--- src/rtl/conv_pkg.sv ---
// Shared constants and helpers for the convolution MAC engine.
package conv_pkg;

  localparam int unsigned DWIDTH_DAT = 8;
  localparam int unsigned KSIZE      = 3;
  localparam int unsigned KWIDTH     = 4;
  localparam int unsigned SHIFT      = 4;

  // Ceiling log2 for elaboration-time width arithmetic.
  function automatic int unsigned clog2(input int unsigned v);
    int unsigned r;
    r = 0;
    for (int unsigned i = 0; i < 32; i++) begin
      if ((64'd1 << i) < 64'(v)) r = i + 1;
    end
    return r;
  endfunction

  // Clamp a signed value into the two's-complement range of the given width.
  function automatic logic signed [63:0] sat_signed(input logic signed [63:0] value,
                                                    input int unsigned width);
    logic signed [63:0] hi;
    logic signed [63:0] lo;
    hi = (64'sd1 <<< (width - 1)) - 64'sd1;
    lo = -(64'sd1 <<< (width - 1));
    if (value > hi) return hi;
    if (value < lo) return lo;
    return value;
  endfunction

endpackage

--- src/rtl/conv_adder_tree.sv ---
// Combinational signed reduction of N packed products; isolated so a pipelined tree can drop in.
module conv_adder_tree
  import conv_pkg::*;
#(
  parameter int unsigned N  = 9,
  parameter int unsigned PW = 13
) (
  input  logic [N*PW-1:0]                 prods,
  output logic signed [PW+clog2(N)-1:0]   sum_c
);

  localparam int unsigned SW = PW + clog2(N);

  always_comb begin
    sum_c = '0;
    for (int i = 0; i < N; i++) begin
      sum_c = sum_c + SW'($signed(prods[i*PW +: PW]));
    end
  end

endmodule

--- src/rtl/conv_mac_pipe.sv ---
// Three-stage convolution MAC (multiply, sum, round/saturate) with valid/ready on both sides.
// Define CONV_MAC_RELU_EN to clamp negative results to zero before saturation.
module conv_mac_pipe
  import conv_pkg::*;
#(
  parameter int unsigned DWIDTH_DAT = conv_pkg::DWIDTH_DAT,
  parameter int unsigned KSIZE      = conv_pkg::KSIZE,
  parameter int unsigned KWIDTH     = conv_pkg::KWIDTH,
  parameter int unsigned SHIFT      = conv_pkg::SHIFT
) (
  input  logic                                 clk,
  input  logic                                 rst,
  input  logic                                 k_load,
  input  logic [KSIZE*KSIZE*KWIDTH-1:0]        k_data,
  input  logic                                 in_valid,
  output logic                                 in_ready,
  input  logic [KSIZE*KSIZE*DWIDTH_DAT-1:0]    din,
  output logic                                 out_valid,
  input  logic                                 out_ready,
  output logic [DWIDTH_DAT-1:0]                dout
);

  localparam int unsigned N    = KSIZE * KSIZE;
  localparam int unsigned DW   = DWIDTH_DAT;
  localparam int unsigned PW   = DWIDTH_DAT + KWIDTH + 1;
  localparam int unsigned LOGN = clog2(N);
  localparam int unsigned SW   = PW + LOGN;
  localparam int unsigned AW   = SW + 1;
  localparam int unsigned RSH  = (SHIFT > 0) ? SHIFT - 1 : 0;
  localparam logic signed [AW-1:0] RND = (SHIFT > 0) ? (AW'(1) << RSH) : '0;

  logic [N*KWIDTH-1:0]    kernel;
  logic                   s1_valid;
  logic [N*PW-1:0]        s1_prod;
  logic                   s2_valid;
  logic signed [SW-1:0]   s2_sum;

  logic                   ld1_c;
  logic                   ld2_c;
  logic                   ld3_c;
  logic                   in_acc_c;
  logic [N*PW-1:0]        prod_c;
  logic signed [SW-1:0]   sum_c;
  logic signed [AW-1:0]   rnd_c;
  logic signed [AW-1:0]   shf_c;
  logic [DW-1:0]          res_c;

  // Each slot loads when it is empty or its occupant moves on this cycle.
  always_comb begin
    ld3_c = out_ready || !out_valid;
    ld2_c = !s2_valid || ld3_c;
    ld1_c = !s1_valid || ld2_c;
  end

  assign in_ready = !rst && ld1_c;
  assign in_acc_c = in_valid && in_ready;

  // S1: unsigned pixel times signed coefficient, per tap.
  always_comb begin
    logic signed [PW-1:0] px;
    logic signed [PW-1:0] kc;
    prod_c = '0;
    px     = '0;
    kc     = '0;
    for (int i = 0; i < N; i++) begin
      px = PW'($signed({1'b0, din[i*DW +: DW]}));
      kc = PW'($signed(kernel[i*KWIDTH +: KWIDTH]));
      prod_c[i*PW +: PW] = px * kc;
    end
  end

  conv_adder_tree #(
    .N  (N),
    .PW (PW)
  ) u_tree (
    .prods (s1_prod),
    .sum_c (sum_c)
  );

  // S3: round half up, arithmetic shift, optional ReLU, saturate.
  always_comb begin
    rnd_c = AW'(s2_sum) + RND;
    shf_c = rnd_c >>> SHIFT;
`ifdef CONV_MAC_RELU_EN
    if (shf_c < 0) shf_c = '0;
`endif
    res_c = DW'(sat_signed(64'(shf_c), DW));
  end

  always_ff @(posedge clk) begin
    if (rst) begin
      kernel    <= '0;
      s1_valid  <= 1'b0;
      s1_prod   <= '0;
      s2_valid  <= 1'b0;
      s2_sum    <= '0;
      out_valid <= 1'b0;
      dout      <= '0;
    end else begin
      if (k_load) kernel <= k_data;
      if (ld1_c) s1_valid <= in_acc_c;
      if (in_acc_c) s1_prod <= prod_c;
      if (ld2_c) s2_valid <= s1_valid;
      if (ld2_c && s1_valid) s2_sum <= sum_c;
      if (ld3_c) out_valid <= s2_valid;
      if (ld3_c && s2_valid) dout <= res_c;
    end
  end

endmodule
--- config.mk ---
export PLATFORM = sky130hd
export DESIGN_NAME = conv_mac_pipe
export DESIGN_NICKNAME = d
export VERILOG_FILES = /design/src/rtl/conv_pkg.sv /design/src/rtl/conv_adder_tree.sv /design/src/rtl/conv_mac_pipe.sv
export SDC_FILE = /design/constraint.sdc
export NUM_CORES = 1
export LEC_CHECK = 0
export CAP_MARGIN = 20
export CELL_PAD_IN_SITES_DETAIL_PLACEMENT = 1
export CELL_PAD_IN_SITES_GLOBAL_PLACEMENT = 1
export CORE_MARGIN = 1
export CORE_UTILIZATION = 48
export CTS_BUF_LIST = sky130_fd_sc_hd__clkbuf_8
export CTS_CLUSTER_SIZE = 30
export DETAILED_ROUTE_END_ITERATION = 8
export GPL_TIMING_DRIVEN = 1
export PLACE_DENSITY = 0.8
export RECOVER_POWER = 25
export SLEW_MARGIN = 10
export SYNTH_ARGS = -nofsm -noshare
export SYNTH_HDL_FRONTEND = slang
export SYNTH_SLANG_ARGS = --single-unit
export TNS_END_PERCENT = 50
--- constraint.sdc ---
create_clock -name clk -period 6 [get_ports clk]
set_input_delay 1.5 -clock clk [delete_from_list [all_inputs] [get_ports clk]]
set_output_delay 1.5 -clock clk [all_outputs]
set_load 0.1 [all_outputs]
## After elaboration in Yosys (flattened, before gate mapping)

Index checks and enable logic that the tools add are counted.
W data, S select, Z words.

| word-level totals | value |
|---|---|
| bits in registers | 181 |
| input port bits | 113 |
| logic and storage cells | 45 |

| operators by class | value |
|---|---|
| muxes and demuxes | 7 |
| $mul | 9 |
| add/subtract/negate cells | 9 |
| $lt $le $gt $ge | 2 |
| reduce and logical (&&, ||, !) cells | 11 |

Operators with widths:

| operator | count |
|---|---|
| $mul A9 B4 Y13 | 9 |
| $add A17 B13 Y17 | 6 |
| $mux W8 | 4 |
| $add A17 B5 Y18 const B | 1 |
| $add A14 B13 Y15 | 1 |
| $add A13 B13 Y14 | 1 |
| $gt A14 B8 Y1 const B | 1 |
| $lt A14 B8 Y1 const B | 1 |
| $logic_and A1 B1 Y1 | 4 |
| $logic_not A1 Y1 | 4 |
| $logic_or A1 B1 Y1 | 3 |
| $mux W1 | 3 |

## Longest topological paths before layout

| depth | value |
|---|---|
| word-level depth | 8 |
| gate-level depth with buffers | 21 |

## Hierarchy

From an unflattened synthesis, not the netlist that was laid out.

| second synthesis, totals | value |
|---|---|
| cells, all modules | 2,097 |
| area, all modules | 18,706.7 um2 |

By module, submodules not included:

| module | sequential area each (um2) | cells each | area an instance (um2) | instances |
|---|---|---|---|---|
| conv_mac_pipe | 3,563.4 | 1,775 | 15,625.0 | 1 |
| conv_adder_tree | 0.0 | 322 | 3,081.7 | 1 |

## Least setup slack after synthesis

No wires, ideal clock.

| path | value |
|---|---|
| path kind | input port to flip-flop |
| start | input port din[65] |
| end | register s1_prod[116] |
| stages | 14 |
| setup slack | 1.039 ns |
| required time | 5.878 ns |
| arrival | 4.839 ns |
| cells stage by stage | and2_1 fa_1 inv_1 fa_1 fa_1 inv_1 ha_1 a21o_1 a21o_1 nand2_1 a21oi_1 o41ai_1 mux2_2 a311o_1 |

| on the way | value |
|---|---|
| word-level cells in the longest chain between the ends | 1 |

RTL lines:

| element | line | RTL |
|---|---|---|
| from (decl) | conv_mac_pipe.sv:17 | `input logic [KSIZE*KSIZE*DWIDTH_DAT-1:0] din,` |
| $mul A9 B4 Y13 | conv_mac_pipe.sv:68 | `prod_c[i*PW +: PW] = px * kc;` |
| to (signal assigned) | conv_mac_pipe.sv:102 | `if (in_acc_c) s1_prod <= prod_c;` |
| to (decl) | conv_mac_pipe.sv:34 | `logic [N*PW-1:0] s1_prod;` |

Every way passes these cells.
A chain may end at the register's enable or synchronous reset.

## Final worst setup path

| path | value |
|---|---|
| start | input port din[24] |
| end | register s1_prod[50] |

Same word-level chain as after synthesis.

==> results.toml <==
[synthesis]
syn_avg_cell_area_um2 = 8.59
synth-edff-count = 0
syn-num-nets = 2775
ys_types = 63
synthCells = 2209
ys_seq_elements = 178
syn-cell-area_um2 = 19000
yosys_most_used_dff = "dfxtp_1"
synthArstFlopShare = 0
yosysWarnings = 0
yosysSeqAreaShare = 0.188

[setup_path]
required_ps = 6360
path_class = "in -> reg"
end_kind = "flip-flop"
critPathLaunchType = "input pin"
path_max_fanout = 4
cp.arrival_ps = 5630

[die]
core_um2 = 38800
start_util = 0.489
rows = 72
die_w_um = 201
dieArea_um2 = 40300
die_h_um = 201
pin_count = 123

[timing]
finClkSkew_ps = 10.7
slew_viol_final = 98
setup_tns_ps = 0
finalSetupViolCount = 0
slew_headroom = -1.26
maxClockFrequency_ghz = 0.190
timing.final.crit_share = 0.877
tightest_slew_ps = 3400
whs_ps = 474
layout_min_cycle_time_ps = 5260
finalHoldViolCount = 0
rsz0062_at_grt = "false"

[clock_network]
htreeDepth = 4
cts_tree = "built"
postCtsHoldBufs = 0
cts_made_buffers = 17
cts_resized = 0
cts-root-buf = "clkbuf_8"
cts.clk_slew.worst_paths_ps = 90
cts_buffer_depth = 2
cts_sinks = 178
clock_latency_ps = 520
cts_setup_buffers = 0

[grt]
grtUsageTotal = 0.254
grt_max_degree = 88
grt_pass1_vias = 17000
grt_pass1_wl_um = 82900
gr-total-overflow = 0
antenna_found_initial = 0

[power_and_ir_drop]
powerDensity_nw_per_um2 = 201
leakage_nw = 10.2
vdd_ir_drop_max_v = 0.000173

[cells_and_area]
final_cell_mix = "inv_1 (361), ha_1 (255), nand2_1 (207)"
fin_nets = 2857
drive_above_1_share = 0.0295
area_delta_synth_final_pct = 10.9
layout_commonest_cell = "inv_1"
antenna_cells = 0

[routing]
wl_per_cell_um = 17.4
firstDrtPassIters = 5
drt-initial-drc-count = 629
via_per_inst = 5.41
wl_um = 49000
num_vias = 15300
antenna_left = 0
route.detailed.drc = 0

[min_path]
min_path_type = "reg -> reg"

[status]
violations = "max-capacitance violations, max-slew violations"
status = "finished, violations left"

[job]
cap_viol_max_count = 2

[placed_design]
dpl.hpwl_um = 39700
gp_congestion = 0.853
portBuffers = 122
power by group:
group          switching, mW  internal [mW]  total, mW
clock network          0.496          0.421      0.917
logic                   1.08          0.812       1.89
registers              0.133           1.29       1.43
total                   1.71           2.53       4.23
final timing paths:
| path | from | cells past startpoint | slack [ps] | end |
|---|---|---|---|---|
| max reg2reg | s1_prod[1] | 21 | 1080 | s2_sum[15] |
| max | din[24] | 16 | 740 | s1_prod[50] |
| min | s1_prod[114] | 2 | 470 | s1_prod[114] |
| min reg2reg | s1_prod[114] | 2 | 470 | s1_prod[114] |
metal layers:
layer  vias to the layer above  global-route usage  wire length (µm)
li1                       7414                   -                 -
met1                      7629               0.314             22100
met2                       170               0.464             24900
met3                        50              0.0295              1010
met4                         0              0.0679               953
met5                         -                   0                 0
cell families (layout without fill, tap and decap cells):
group	after synthesis	count (layout)	share of synthesized area
muxes	47	47	0.0249
xor gates and xnor gates	42	42	0.0194
adders and majority gates	453	453	0.377
and+or+nand+nor	729	729	0.188
buffers and inverters	429	524	0.0856
DFF	178	178	0.188
AOI/OAI and AO/OA	331	331	0.117
final cells by class:
type	count	area, µm²
fill	4633	17800
multi-input combinational	1602	13800
sequential	178	3560
inverter	360	1350
timing repair buffer	132	1280
tap	518	648
clock buffer	18	248
clock inverter	14	163
sequential cells by signal, summed over array words and instances (netlist names):
name and flops:
s2_sum 14, s1_prod 117, s2_valid 1, kernel 36, out_valid 1, dout 8, s1_valid 1
critical path, stage by stage:
cell and delay, ps:
clkdlybuf4s50_1 450, nand2b_1 180, fa_1 530, fa_1 600, fa_1 420, inv_1 70
ha_1 170, inv_1 60, fa_1 370, nor2b_1 150, o21ai_0 120, a21boi_0 300
o21ai_0 160, a211oi_1 290, o21a_1 170, o31ai_1 80
metrics by stage:
stage | instances | area, µm² | setup slack (ps) | total power, mW | utilization
finish | 2822 | 21100 | 736 | 4.23 | 0.542
global route | 2822 | 21100 | 461 | 4.58 | 0.542
CTS | 2822 | 21100 | 745 | 4.28 | 0.542
detailed placement | 2790 | 20700 | 198 | 3.34 | 0.532
global placement | 2790 | 20700 | 425 | 3.24 | 0.532
floorplan | 2209 | 19000 | 1040 | 2.78 | -
cell usage after synthesis, types with 3 or more instances:
cell,instances,area (µm²)
inv_1,360,1350
ha_1,255,3190
nand2_1,208,781
fa_1,198,3960
dfxtp_1,178,3560
nor2_1,163,612
and2_1,109,682
nand3_1,74,370
o21ai_0,72,360
a21oi_1,69,345
nand2b_1,58,363
mux2i_1,45,450
clkbuf_1,41,154
nor3_1,40,200
a211oi_1,27,203
o31ai_1,27,203
xnor2_1,23,201
a21o_1,21,158
nor2b_1,21,131
xor2_1,19,166
buf_1,17,63.8
o21a_1,17,128
nor3b_1,16,120
a31oi_1,15,93.8
a31o_2,12,105
and3_1,11,68.8
buf_2,11,55.1
o211ai_1,10,75.1
a32o_1,9,90.1
o41ai_1,8,70.1
a21boi_0,7,52.6
nand3b_1,7,52.6
o32ai_1,7,61.3
o311ai_0,6,52.6
nor4b_1,5,43.8
or3_1,4,25.0
a22o_1,3,26.3
o31a_1,3,26.3
Power figures use the tool's default switching activity.
